File: src/rtl/video_pattern_generator.sv
// Video test-pattern generator: passes upstream sync/enable through a
// two-stage pipeline and replaces the pixel colour with one of four patterns.
// Pattern selection, solid colour and moving-bar position are latched once
// per frame, at the falling edge of i_VSYNC.
//
// Ports:
//   i_CLK, i_RST_N                   pixel clock, async active-low reset
//   i_HSYNC, i_VSYNC, i_DE           upstream timing (syncs active-low)
//   i_X_COORD, i_Y_COORD             upstream pixel coordinates
//   i_MODE                           0 bars, 1 checker, 2 moving bar, 3 solid
//   i_SOLID_RGB                      {R,G,B} nibbles for mode 3
//   o_HSYNC, o_VSYNC, o_DE           timing delayed by two cycles
//   o_RED, o_GREEN, o_BLUE           pixel colour, aligned with o_DE
//   o_FRAME_START                    one-cycle pulse after each frame start
//   o_FRAME_COUNT                    frame starts since reset, mod 256
module video_pattern_generator #(
  parameter int unsigned p_H_ACTIVE  = 640,
  parameter int unsigned p_V_ACTIVE  = 480,
  parameter int unsigned p_CHECK_BIT = 5,
  parameter int unsigned p_BAR_WIDTH = 16,
  parameter int unsigned p_BAR_STEP  = 4
) (
  input  logic        i_CLK,
  input  logic        i_RST_N,
  input  logic        i_HSYNC,
  input  logic        i_VSYNC,
  input  logic        i_DE,
  input  logic [11:0] i_X_COORD,
  input  logic [11:0] i_Y_COORD,
  input  logic [1:0]  i_MODE,
  input  logic [11:0] i_SOLID_RGB,
  output logic        o_HSYNC,
  output logic        o_VSYNC,
  output logic        o_DE,
  output logic [3:0]  o_RED,
  output logic [3:0]  o_GREEN,
  output logic [3:0]  o_BLUE,
  output logic        o_FRAME_START,
  output logic [7:0]  o_FRAME_COUNT
);

  localparam int unsigned COORD_W = 12;
  localparam int unsigned CMP_W   = COORD_W + 1;
  localparam int unsigned RGB_W   = 12;

  // Per-frame state
  logic               prev_vsync;
  logic [1:0]         frame_mode;
  logic [RGB_W-1:0]   frame_solid;
  logic [COORD_W-1:0] bar_pos;

  // Stage 1: registered timing plus decoded pattern selectors
  logic               s1_hsync;
  logic               s1_vsync;
  logic               s1_de;
  logic [1:0]         s1_mode;
  logic [2:0]         s1_bar_k;
  logic               s1_check;
  logic               s1_in_bar;
  logic [RGB_W-1:0]   s1_solid;

  logic               frame_start_c;
  logic [COORD_W-1:0] bar_next_c;
  logic [CMP_W-1:0]   x_ext_c;
  logic [CMP_W-1:0]   pos_ext_c;
  logic [2:0]         bar_k_c;
  logic               in_bar_c;
  logic               check_c;
  logic [RGB_W-1:0]   rgb_c;
  logic               unused_bits_c;

  // Y only feeds the checkerboard bit; rows beyond the active area are
  // blanked by DE, so the remaining Y bits and the row count are not needed.
  assign unused_bits_c = ^{i_Y_COORD, 32'(p_V_ACTIVE)};

  assign frame_start_c = prev_vsync & ~i_VSYNC;
  assign x_ext_c       = {1'b0, i_X_COORD};
  assign pos_ext_c     = {1'b0, bar_pos};
  assign check_c       = i_X_COORD[p_CHECK_BIT] ^ i_Y_COORD[p_CHECK_BIT];

  // 13-bit compares so pos + width (or pos + step) cannot wrap
  assign in_bar_c   = (x_ext_c >= pos_ext_c) &&
                      (x_ext_c < (pos_ext_c + CMP_W'(p_BAR_WIDTH)));
  assign bar_next_c = ((pos_ext_c + CMP_W'(p_BAR_STEP)) >= CMP_W'(p_H_ACTIVE))
                      ? '0 : (bar_pos + COORD_W'(p_BAR_STEP));

  // Colour-bar index: number of eighth-width thresholds at or left of X
  always_comb begin
    bar_k_c = '0;
    for (int unsigned j = 1; j < 8; j++) begin
      if (x_ext_c >= CMP_W'((j * p_H_ACTIVE) / 8)) bar_k_c = bar_k_c + 3'd1;
    end
    if (x_ext_c >= CMP_W'(p_H_ACTIVE)) bar_k_c = 3'd7;
  end

  // Frame-start detection and per-frame latches
  always_ff @(posedge i_CLK or negedge i_RST_N) begin
    if (!i_RST_N) begin
      prev_vsync    <= 1'b1;
      o_FRAME_START <= 1'b0;
      o_FRAME_COUNT <= '0;
      frame_mode    <= '0;
      frame_solid   <= '0;
      bar_pos       <= '0;
    end else begin
      prev_vsync    <= i_VSYNC;
      o_FRAME_START <= frame_start_c;
      if (frame_start_c) begin
        o_FRAME_COUNT <= o_FRAME_COUNT + 8'd1;
        frame_mode    <= i_MODE;
        frame_solid   <= i_SOLID_RGB;
        bar_pos       <= bar_next_c;
      end
    end
  end

  // Stage 1 captures the frame state in effect before any same-edge update
  always_ff @(posedge i_CLK or negedge i_RST_N) begin
    if (!i_RST_N) begin
      s1_hsync  <= 1'b1;
      s1_vsync  <= 1'b1;
      s1_de     <= 1'b0;
      s1_mode   <= '0;
      s1_bar_k  <= '0;
      s1_check  <= 1'b0;
      s1_in_bar <= 1'b0;
      s1_solid  <= '0;
    end else begin
      s1_hsync  <= i_HSYNC;
      s1_vsync  <= i_VSYNC;
      s1_de     <= i_DE;
      s1_mode   <= frame_mode;
      s1_bar_k  <= bar_k_c;
      s1_check  <= check_c;
      s1_in_bar <= in_bar_c;
      s1_solid  <= frame_solid;
    end
  end

  // Stage 2 colour selection; blank whenever DE is low
  always_comb begin
    rgb_c = '0;
    unique case (s1_mode)
      2'd0: begin
        unique case (s1_bar_k)
          3'd0: rgb_c = 12'hFFF;
          3'd1: rgb_c = 12'hFF0;
          3'd2: rgb_c = 12'h0FF;
          3'd3: rgb_c = 12'h0F0;
          3'd4: rgb_c = 12'hF0F;
          3'd5: rgb_c = 12'hF00;
          3'd6: rgb_c = 12'h00F;
          3'd7: rgb_c = 12'h000;
        endcase
      end
      2'd1: rgb_c = s1_check  ? 12'hFFF : 12'h000;
      2'd2: rgb_c = s1_in_bar ? 12'hFFF : 12'h00F;
      2'd3: rgb_c = s1_solid;
    endcase
    if (!s1_de) rgb_c = '0;
  end

  always_ff @(posedge i_CLK or negedge i_RST_N) begin
    if (!i_RST_N) begin
      o_HSYNC <= 1'b1;
      o_VSYNC <= 1'b1;
      o_DE    <= 1'b0;
      o_RED   <= '0;
      o_GREEN <= '0;
      o_BLUE  <= '0;
    end else begin
      o_HSYNC <= s1_hsync;
      o_VSYNC <= s1_vsync;
      o_DE    <= s1_de;
      o_RED   <= rgb_c[11:8];
      o_GREEN <= rgb_c[7:4];
      o_BLUE  <= rgb_c[3:0];
    end
  end

endmodule

File: config.mk
export PLATFORM = sky130hd
export DESIGN_NAME = video_pattern_generator
export DESIGN_NICKNAME = d
export VERILOG_FILES = /design/src/rtl/video_pattern_generator.sv
export SDC_FILE = /design/constraint.sdc
export NUM_CORES = 1
export LEC_CHECK = 0
export BUFFER_PORTS_ARGS = -buffer_cell sky130_fd_sc_hd__buf_2
export CAP_MARGIN = 15
export CORE_ASPECT_RATIO = 0.9
export CORE_MARGIN = 2
export CORE_UTILIZATION = 35
export DETAILED_ROUTE_END_ITERATION = 12
export HOLD_SLACK_MARGIN = 0.03
export PLACE_DENSITY_LB_ADDON = 0.05
export REMOVE_ABC_BUFFERS = 1
export SETUP_SLACK_MARGIN = 0.5
export SYNTH_ARGS = -nofsm -noshare
export SYNTH_HDL_FRONTEND = slang
export SYNTH_SLANG_ARGS = --single-unit
File: constraint.sdc
create_clock -name i_CLK -period 4.9 [get_ports i_CLK]
set_clock_uncertainty 0.15 [all_clocks]
set_input_delay 0.98 -clock i_CLK [delete_from_list [all_inputs] [get_ports i_CLK]]
set_output_delay 0.98 -clock i_CLK [all_outputs]
set_load 0.02 [all_outputs]
# Word level (Yosys, flattened, before mapping)
# Memory sizes are Yosys's and may differ from the RTL's.
# Cells that the tools add are included.
[totals]
ff_bits = 72
romBits = 96
in_bits = 43
out_inout_bits = 24
word_cells = 62
n_memories = 1
[mem_list]
columns = ["memory", "depth", "width", "rd", "rd_ports_with_merged_regs", "wr", "line", "rtl"]
rows = [
  ["(no name shown)", 8, 12, 1, 0, 0, "145", "unique case (s1_bar_k)"],
]
[classes]
add_sub_neg = 10
order_cmp = 11
n_eq_ne = 3
muxes = 13
bitwise = 3
n_reduce_logical = 2
[op_table]
columns = ["cell", "n"]
rows = [
  ["$mux 12", 4],
  ["$pmux 12 s4", 1],
  ["$ge 12x9->1 const B", 3],
  ["$ge 12x10->1 const B", 2],
  ["$ge 12x8->1 const B", 2],
  ["$mux 3", 7],
  ["$add 3x1->3 const B", 6],
  ["$add 12x3->13 const B", 1],
  ["$add 12x5->13 const B", 1],
  ["$ge 13x10->1 const B", 1],
  ["$lt 12x13->1", 1],
  ["$add 12x3->12 const B", 1],
  ["$ge 12x12->1", 1],
  ["$ge 12x7->1 const B", 1],
  ["$add 8x1->8 const B", 1],
  ["$eq 2x2->1 const B", 2],
  ["$eq 2x1->1 const B", 1],
  ["$logic_not 2->1", 1],
  ["$and 1x1->1", 1],
  ["$logic_and 1x1->1", 1],
  ["$mux 1", 1],
  ["$not 1->1", 1],
  ["$xor 1x1->1", 1],
]

# Depth between registers and ports, before layout
# Gate-level depths: netlist of the first run.
[logic_depth]
ltp_word = 15
depth_mapped = 21
ltp_nobuf = 20

# Worst setup path before layout of the first run
# No wires, ideal clock.
[synth_path]
path_kind = "input -> register"
start = "input port i_X_COORD[8]"
end = "register s1_bar_k[2]"
setup_ns = 0.133
arrival_time_ns = 4.493
required_time_ns = 4.617
slack_ns = 0.124
path_stages = 20
path_buffers = 2
cell_sequence = "buf_6 -> nor4_4 -> nand2_1 -> nor2_1 -> ha_1 -> clkbuf_1 -> xor2_1 -> ha_1 -> nand2_1 -> o21ai_0 -> xor2_1 -> mux2i_1 -> ha_1 -> nor2_1 -> nor4_1 -> ha_1 -> nand2_1 -> xnor3_1 -> xnor2_1 -> nand2_1"
[synth_between]
elab_chain_cells = 15
word_cells_on_any_way = 22
cone_classes = "add/sub (6); order compare (8); mux (8)"
[synth_rtl]
columns = ["item", "line", "rtl"]
rows = [
  ["start, declared", "28", "input logic [11:0] i_X_COORD,"],
  ["$ge 12x7->1", "91", "if (x_ext_c >= CMP_W'((j * p_H_ACTIVE) / 8)) bar_k_c = bar_k_c + 3'd1;"],
  ["$mux 1", "91", ""],
  ["$add 3x1->3", "91", ""],
  ["$mux 3", "91", ""],
  ["$add 3x1->3", "91", ""],
  ["$mux 3", "91", ""],
  ["$add 3x1->3", "91", ""],
  ["$mux 3", "91", ""],
  ["$add 3x1->3", "91", ""],
  ["$mux 3", "91", ""],
  ["$add 3x1->3", "91", ""],
  ["$mux 3", "91", ""],
  ["$add 3x1->3", "91", ""],
  ["$mux 3", "91", ""],
  ["$mux 3 *", "93", "if (x_ext_c >= CMP_W'(p_H_ACTIVE)) bar_k_c = 3'd7;"],
  ["via bar_k_c[2]", "66", "logic [2:0] bar_k_c;"],
  ["end signal, assigned", "133", "s1_bar_k <= bar_k_c;"],
  ["end, declared", "57", "logic [2:0] s1_bar_k;"],
]
# The timed path passes the listed nets; every way through them passes the cells marked *.
# A chain may end at the register's enable or synchronous reset.

# Final worst setup path of the first run
[layout_path]
start = "input port i_X_COORD[9]"
end = "register s1_bar_k[2]"
# Same word-level chain as after synthesis.

==> reports/results.ini, run 1 <==
[timing]
tightest_slew_ns = 0.784
relSlewSlack_pct = 47.4
slew_viol_final = 0
rsz0062_at_grt = false
final-hold-violation-count = 0
fin_crit_ns = 4.20
timing.final.crit_share_pct = 85.6
holdWs_ns = 0.206
fin_setup_tns_ns = 0
clock.fmax_mhz = 238
setup_viol = 0

[min_path]
worstHoldStart = s1_hsync$_DFF_PN1_
hold_path.class = reg -> reg

[power]
p_leak_nw = 2.19
power_density_mw_per_mm2 = 461
peakVddDrop_uv = 255
p_total_mw = 2.07

[logic_synthesis]
synth-async-reset-ratio_pct = 100
yosysWarnings = 0
synth_seq_cells = 70
yosysSeqAreaShare_pct = 47.3
synth_top_area_share_pct = 44.5
synth_top_area_cell = dfrtp_1
synthTopCellsByArea = dfrtp_1 (44%), ha_1 (9.4%), nand2_1 (7.7%)
synth_edf_count = 0
synth_area_mm2 = 0.00371
synth.distinct_cells = 55
synthCells = 378
synthFlopType = dfrtp_1
syn_area_per_cell_um2 = 9.82

[clock_network]
path_clk_slew_ns = 0.06
clock_latency_ns = 0.33
holdBufCountCts = 0
tritoncts = built
htreeDepth = 3
clk_path_buf_depth = 2
numCtsBuffers = 9
ctsRootBufferMaster = clkbuf_16
cts.sinks = 70

[setup_path]
rrSetupSlack_ns = 2.25
cp_max_fo = 6
startpoint = i_X_COORD[9]
crit_slowest_cell = xnor3_1
cp_cell_sequence = buf_2 > nor4_4 > buf_4 > nand2_1 > inv_1 > ha_1 > xor2_1 > ha_1 > nand2_1 > o21ai_2 > xor2_1 > mux2i_1 > ha_1 > nor2_2 > nor4_1 > ha_1 > nand2_1 > xnor3_1 > xnor2_1 > nand2_1
cp-start-kind = input pin
slowest_delay_ns = 0.39
required_ns = 4.94
endpoint_kind = flop
r2r_start = bar_pos[4]$_DFFE_PN0P_
path_class = in -> reg
critPathArrivalTime_ns = 4.24

[detailed_routing]
via_per_inst = 4.83
ant_nets = 0
drt_iter0_markers = 93
wl_per_cell_um = 13.6
drc = 0
first_pass_iters = 4
vias = 2762
wl_mm = 7.76

[finish]
area_growth_pct = 20.7
drive_gt1_share_pct = 21.4
final_net_count = 509
layout_commonest_cell = nand2_1
final_area_mm2 = 0.00448
final_cell_count_no_fill = 572
layout_common_cells = nand2_1 (76), dfrtp_1 (66), buf_2 (53)
antenna_cells = 0

[place]
place_area_mm2 = 0.00411
hpwl_mm = 5.57
routabilityCongestion = 0.803
port_buffers = 53
placed_cells = 551

[floorplanning]
chipHeight_um = 102
num_io_pins = 67
dieArea_mm2 = 0.0115
core_mm2 = 0.0103
dieWidth_um = 113
start_util_pct = 36.1
row_count = 35

[grt]
grt_overflow = 0
grtUsageTotal_pct = 14.6
grt_antenna_before_repair = 0
grt_max_degree = 49
grt_pass1_vias = 2712
grt_pass1_wl_mm = 13.3

[run_status]
outcome = complete, no violations

[flow_run]
drv_cap = 0

## layer usage
layer	routed length, um	global-route usage [%]	part of all wire [%]	up-vias
li1	-	-	-	1419
met1	3770	19.0	49	1297
met2	3660	24.0	47	39
met3	256	4.31	3.3	7
met4	70	4.03	0.90	0
met5	0	0	0	-
## cell usage after synthesis, types with 2 or more instances
library cell  number
nand2_1           76
dfrtp_1           66
ha_1              28
o21ai_0           22
inv_1             19
a21oi_1           16
xnor2_1           16
nor2_1            13
and2_1            10
a21boi_0           9
clkbuf_1           8
nand3_1            7
mux2i_1            6
xor2_1             6
nand4_1            5
nor3_1             5
dfstp_2            4
nand2b_1           4
o21a_1             4
a21o_1             3
and3_1             3
buf_2              3
nor4_1             3
o22ai_1            3
a211oi_1           2
a31oi_1            2
buf_6              2
nor2b_1            2
nor4b_1            2
o311ai_0           2
o31ai_1            2
or3_1              2
## area by class of cell
type                       count  area (um^2)
sequential                    70         1760
multi-input combinational    274         1830
inverter                      20         75.1
fill                        1038         5810
timing repair buffer          63          353
tap                          129          161
clock buffer                  12          256
clock inverter                 4         53.8
## worst max-delay path, delay by kind of cell
| family | cells | cell delay [ns] |
|---|---|---|
| fa+ha+maj | 4 | 1.01 |
| compound gates | 1 | 0.08 |
| mux | 1 | 0.16 |
| simple gates | 7 | 0.73 |
| buf+inv | 3 | 0.40 |
| xor+xnor | 4 | 0.87 |
## registers in the layout, indices dropped and copies added (netlist names), 2 cells and up
name and count:
o_RED 4, o_GREEN 4, s1_solid 12, s1_mode 2, s1_bar_k 3, frame_solid 12
o_BLUE 4, bar_pos 10, frame_mode 2, o_FRAME_COUNT 8
## final timing paths
| kind | endpoint | cells after the start |
|---|---|---|
| min in group asynchronous | s1_solid[10]$_DFF_PN0_ | 1 |
| hold / removal | o_HSYNC$_DFF_PN1_ | 0 |
| hold reg to reg | o_HSYNC$_DFF_PN1_ | 0 |
| setup reg to reg | s1_in_bar$_DFF_PN0_ | 10 |
| setup / recovery | s1_bar_k[2]$_DFF_PN0_ | 20 |
| max in group asynchronous | o_FRAME_COUNT[2]$_DFFE_PN0P_ | 3 |
## report_power, final
part / internal, mW / switching, mW
combinational: 0.268 / 0.360
clock: 0.423 / 0.233
sequential: 0.680 / 0.103
total: 1.37 / 0.697
## logic make-up after synthesis
kind of cell | Yosys count | share of synthesized area, %
AO/OA/AOI/OAI | 76 | 13.6
XOR/XNOR | 23 | 5.79
adder cells (fa/ha/maj) | 28 | 9.43
buffers and inverters | 34 | 3.94
flip-flops | 70 | 47.3
multiplexers | 7 | 1.92
AND/OR/NAND/NOR | 140 | 18.0
## per-stage QoR
stage / utilization, % / setup WS [ns]
floorplan: - / 0.316
global placement: 39.9 / 0.167
detailed placement: 39.9 / 0.0602
CTS: 43.0 / 0.517
global route: 43.6 / 0.485
finish: 43.6 / 0.705
## what timing repair did
action | 4_1_cts | 5_1_grt
pin swaps | 1 | 7
setup endpoints to repair | 1 | 2
endpoints found under the hold margin | 0 | 0
buffers inserted | 1 | 3
gates resized for setup | 1 | 5
No activity file was read; power rests on OpenSTA's default activity.
==> run 2: changes to the inputs <==
--- a/config.mk
+++ b/config.mk
@@ -5,8 +5,11 @@
 export SDC_FILE = /design/constraint.sdc
 export NUM_CORES = 1
 export LEC_CHECK = 0
+export ABC_AREA = 1
 export BUFFER_PORTS_ARGS = -buffer_cell sky130_fd_sc_hd__buf_2
 export CAP_MARGIN = 15
+export CELL_PAD_IN_SITES_DETAIL_PLACEMENT = 0
+export CELL_PAD_IN_SITES_GLOBAL_PLACEMENT = 1
 export CORE_ASPECT_RATIO = 0.9
 export CORE_MARGIN = 2
 export CORE_UTILIZATION = 35
==> reports/results.ini, run 2 <==
[run_status]
outcome = complete, no violations  ; unchanged

[timing]
slew_viol_final = 0  ; unchanged
fin_crit_ns = 4.15  ; was 4.20 ns
final-hold-violation-count = 0  ; unchanged
relSlewSlack_pct = 35.6  ; was 47.4%
fin_setup_tns_ns = 0  ; unchanged
tightest_slew_ns = 0.966  ; was 0.784 ns
holdWs_ns = 0.208  ; was 0.206 ns
setup_viol = 0  ; unchanged
rsz0062_at_grt = false  ; unchanged
clock.fmax_mhz = 241  ; was 238 MHz
timing.final.crit_share_pct = 84.8  ; was 85.6%

[place]
hpwl_mm = 5.75  ; was 5.57 mm
routabilityCongestion = 0.772  ; was 0.803
port_buffers = 53  ; unchanged

[setup_path]
path_class = in -> reg  ; unchanged
slowest_delay_ns = 0.26  ; was 0.39 ns
r2r_start = bar_pos[4]$_DFFE_PN0P_  ; unchanged
rrSetupSlack_ns = 2.63  ; was 2.25 ns
cp_max_fo = 4  ; was 6
endpoint_kind = flop  ; unchanged
cp-start-kind = input pin  ; unchanged
critPathArrivalTime_ns = 4.20  ; was 4.24 ns
crit_slowest_cell = or2_4  ; was xnor3_1
required_ns = 4.95  ; was 4.94 ns
crit_top_cell = nand2_1
reg2reg_depth = 10  ; unchanged
r2r_end = s1_in_bar$_DFF_PN0_  ; unchanged

[power]
power_density_mw_per_mm2 = 406  ; was 461 mW/mm^2
peakVddDrop_uv = 266  ; was 255 uV
p_leak_nw = 2.44  ; was 2.19 nW

[clock_network]
clock_latency_ns = 0.33  ; about the same
path_clk_slew_ns = 0.06  ; about the same
ctsRootBufferMaster = clkbuf_16  ; unchanged
clk_path_buf_depth = 2  ; unchanged
numCtsBuffers = 9  ; unchanged
tritoncts = built  ; unchanged
htreeDepth = 3  ; unchanged
holdBufCountCts = 0  ; unchanged
cts.sinks = 70  ; unchanged

[finish]
layout_commonest_cell = nand2_1  ; unchanged
layout_common_cells = nand2_1 (136), dfrtp_1 (66), buf_2 (52)  ; was nand2_1 (76), dfrtp_1 (66), buf_2 (53)
reg.largest.list = frame_solid (12), s1_solid (12), bar_pos (10)  ; unchanged
drive_gt1_share_pct = 28.1  ; was 21.4%
area_growth_pct = 22.6  ; was 20.7%
antenna_cells = 0  ; unchanged
regArea_mm2 = 0.00176  ; unchanged
fillers = 1085  ; was 1038
final_net_count = 578  ; was 509
multi_input_area_mm2 = 0.00185  ; was 0.00183 mm^2

[floorplanning]
chipHeight_um = 103  ; was 102 um
row_count = 35  ; unchanged
core_mm2 = 0.0104  ; was 0.0103 mm^2
num_io_pins = 67  ; unchanged
dieWidth_um = 113  ; about the same
dieArea_mm2 = 0.0116  ; was 0.0115 mm^2
start_util_pct = 36.4  ; was 36.1%

[grt]
grt_pass1_vias = 2727  ; was 2712
grtUsageTotal_pct = 14.3  ; was 14.6%
grt_pass1_wl_mm = 13.0  ; was 13.3 mm
grt_antenna_before_repair = 0  ; unchanged
grt_overflow = 0  ; unchanged
grt_max_degree = 45  ; was 49

[detailed_routing]
vias = 2876  ; was 2762
drc = 0  ; unchanged
wl_mm = 7.70  ; was 7.76 mm
first_pass_iters = 4  ; unchanged
via_per_inst = 4.49  ; was 4.83
wl_per_cell_um = 12.0  ; was 13.6 um
drt_iter0_markers = 98  ; was 93
ant_nets = 0  ; unchanged

[min_path]
hold_path.class = reg -> reg  ; unchanged
min_path_cells = 0  ; unchanged
worstHoldEndpoint = o_HSYNC$_DFF_PN1_  ; unchanged
worstHoldStart = s1_hsync$_DFF_PN1_  ; unchanged

[flow_run]
drv_cap = 0  ; unchanged

[logic_synthesis]
synth-async-reset-ratio_pct = 100  ; unchanged
synth.distinct_cells = 43  ; was 55
synth_top_area_share_pct = 43.7  ; was 44.5%
synth_top_area_cell = dfrtp_1  ; unchanged
synthCells = 438  ; was 378
synth_common_cells = nand2_1 (138), dfrtp_1 (66), inv_1 (45)  ; was nand2_1 (76), dfrtp_1 (66), ha_1 (28)
syn_area_per_cell_um2 = 8.62  ; was 9.82 um^2
synth_edf_count = 0  ; unchanged
synth_area_mm2 = 0.00378  ; was 0.00371 mm^2
synthFlopType = dfrtp_1  ; unchanged
yosysSeqAreaShare_pct = 46.5  ; was 47.3%
synth_seq_cells = 70  ; unchanged
synth_most_common_cell = nand2_1  ; unchanged
yosysWarnings = 0  ; unchanged
synthTopCellsByArea = dfrtp_1 (44%), nand2_1 (14%), ha_1 (9.3%)  ; was dfrtp_1 (44%), ha_1 (9.4%), nand2_1 (7.7%)

-- run 2: cell types whose count changed in the layout (fill, tap and decap cells not counted), moves of 8 or more --
cell | before | now
a21boi_0 | 9 | 0
a21oi_1 | 16 | 8
and2_1 | 10 | 0
inv_1 | 19 | 41
inv_2 | 0 | 12
nand2_1 | 76 | 136
nand2_2 | 1 | 13
nand3_1 | 7 | 21
nor2_1 | 10 | 22
o21ai_0 | 21 | 7
xnor2_1 | 16 | 3
xor2_1 | 6 | 15
-- run 2: metal layers --
layer | up-vias | GRT usage [%] | routed length, um
met2 | 39 | 22.7 | 3540
met1 | 1311 | 19.1 | 3800
met3 | 9 | 4.00 | 264
li1 | 1517 | - | -
met5 | - | 0 | 0
met4 | 0 | 5.07 | 102
-- run 2: logic make-up after synthesis --
family / count (synthesis) / synth area share (%)
adders and majority gates: 28 / 9.28
AOI/OAI and AO/OA: 37 / 6.26
buffers and inverters: 61 / 6.23
and+or+nand+nor: 224 / 27.5
DFF: 70 / 46.5
xor gates and xnor gates: 18 / 4.18
-- run 2: how the worst max path moves through the flow --
| stage | start | to | slack (ns) | cells after the start |
|---|---|---|---|---|
| final | i_X_COORD[4] | s1_bar_k[2]$_DFF_PN0_ | 0.75 | 29 |
| after global routing | i_X_COORD[9] | s1_bar_k[2]$_DFF_PN0_ | 0.48 | 30 |
| after CTS | i_X_COORD[4] | s1_bar_k[2]$_DFF_PN0_ | 0.51 | 29 |
| after detailed placement | i_X_COORD[4] | s1_bar_k[2]$_DFF_PN0_ | 0.01 | 29 |
| after global placement | i_X_COORD[4] | s1_bar_k[2]$_DFF_PN0_ | 0.10 | 29 |
| after floorplan | i_X_COORD[9] | s1_bar_k[2]$_DFF_PN0_ | 0.45 | 29 |
-- run 2: cell type report --
type / count / share of cell area, %
Multi-Input combinational cell: 307 / 39.9
Clock inverter: 5 / 1.27
Timing Repair Buffer: 63 / 7.49
Sequential cell: 70 / 37.9
Inverter: 56 / 4.65
Clock buffer: 11 / 5.24
Tap cell: 129 / 3.49
-- run 2: per-stage QoR --
step / total power, mW / cell area, um^2 / cells / setup WS [ns] / utilization, %
2_1_floorplan: 1.09 / 3760 / 433 / 0.455 / -
3_3_place_gp: 1.24 / 4230 / 621 / 0.103 / 40.8
3_5_place_dp: 1.24 / 4230 / 621 / 0.0118 / 40.8
4_1_cts: 1.91 / 4560 / 639 / 0.507 / 43.9
5_1_grt: 2.01 / 4630 / 641 / 0.481 / 44.6
6_report: 1.88 / 4630 / 641 / 0.746 / 44.6
-- run 2: repair_timing --
action / in CTS / in global routing
endpoints found under the setup margin: 1 / 2
buffers inserted: 2 / 2
cloned: 0 / 0
gates resized for setup: 5 / 14
pin swaps: 3 / 14
-- run 2: critical path: cells and delay by family --
| family | cells | cell delay, ns |
|---|---|---|
| compound gates | 2 | 0.25 |
| fa+ha+maj | 4 | 0.80 |
| buf+inv | 5 | 0.45 |
| simple gates | 18 | 1.72 |
-- run 2: power by group --
part	internal, mW	leakage [nW]	total (mW)	switching, mW
sequential	0.679	0.865	0.748	0.0691
clock	0.408	0.142	0.647	0.239
combinational	0.186	1.43	0.485	0.299
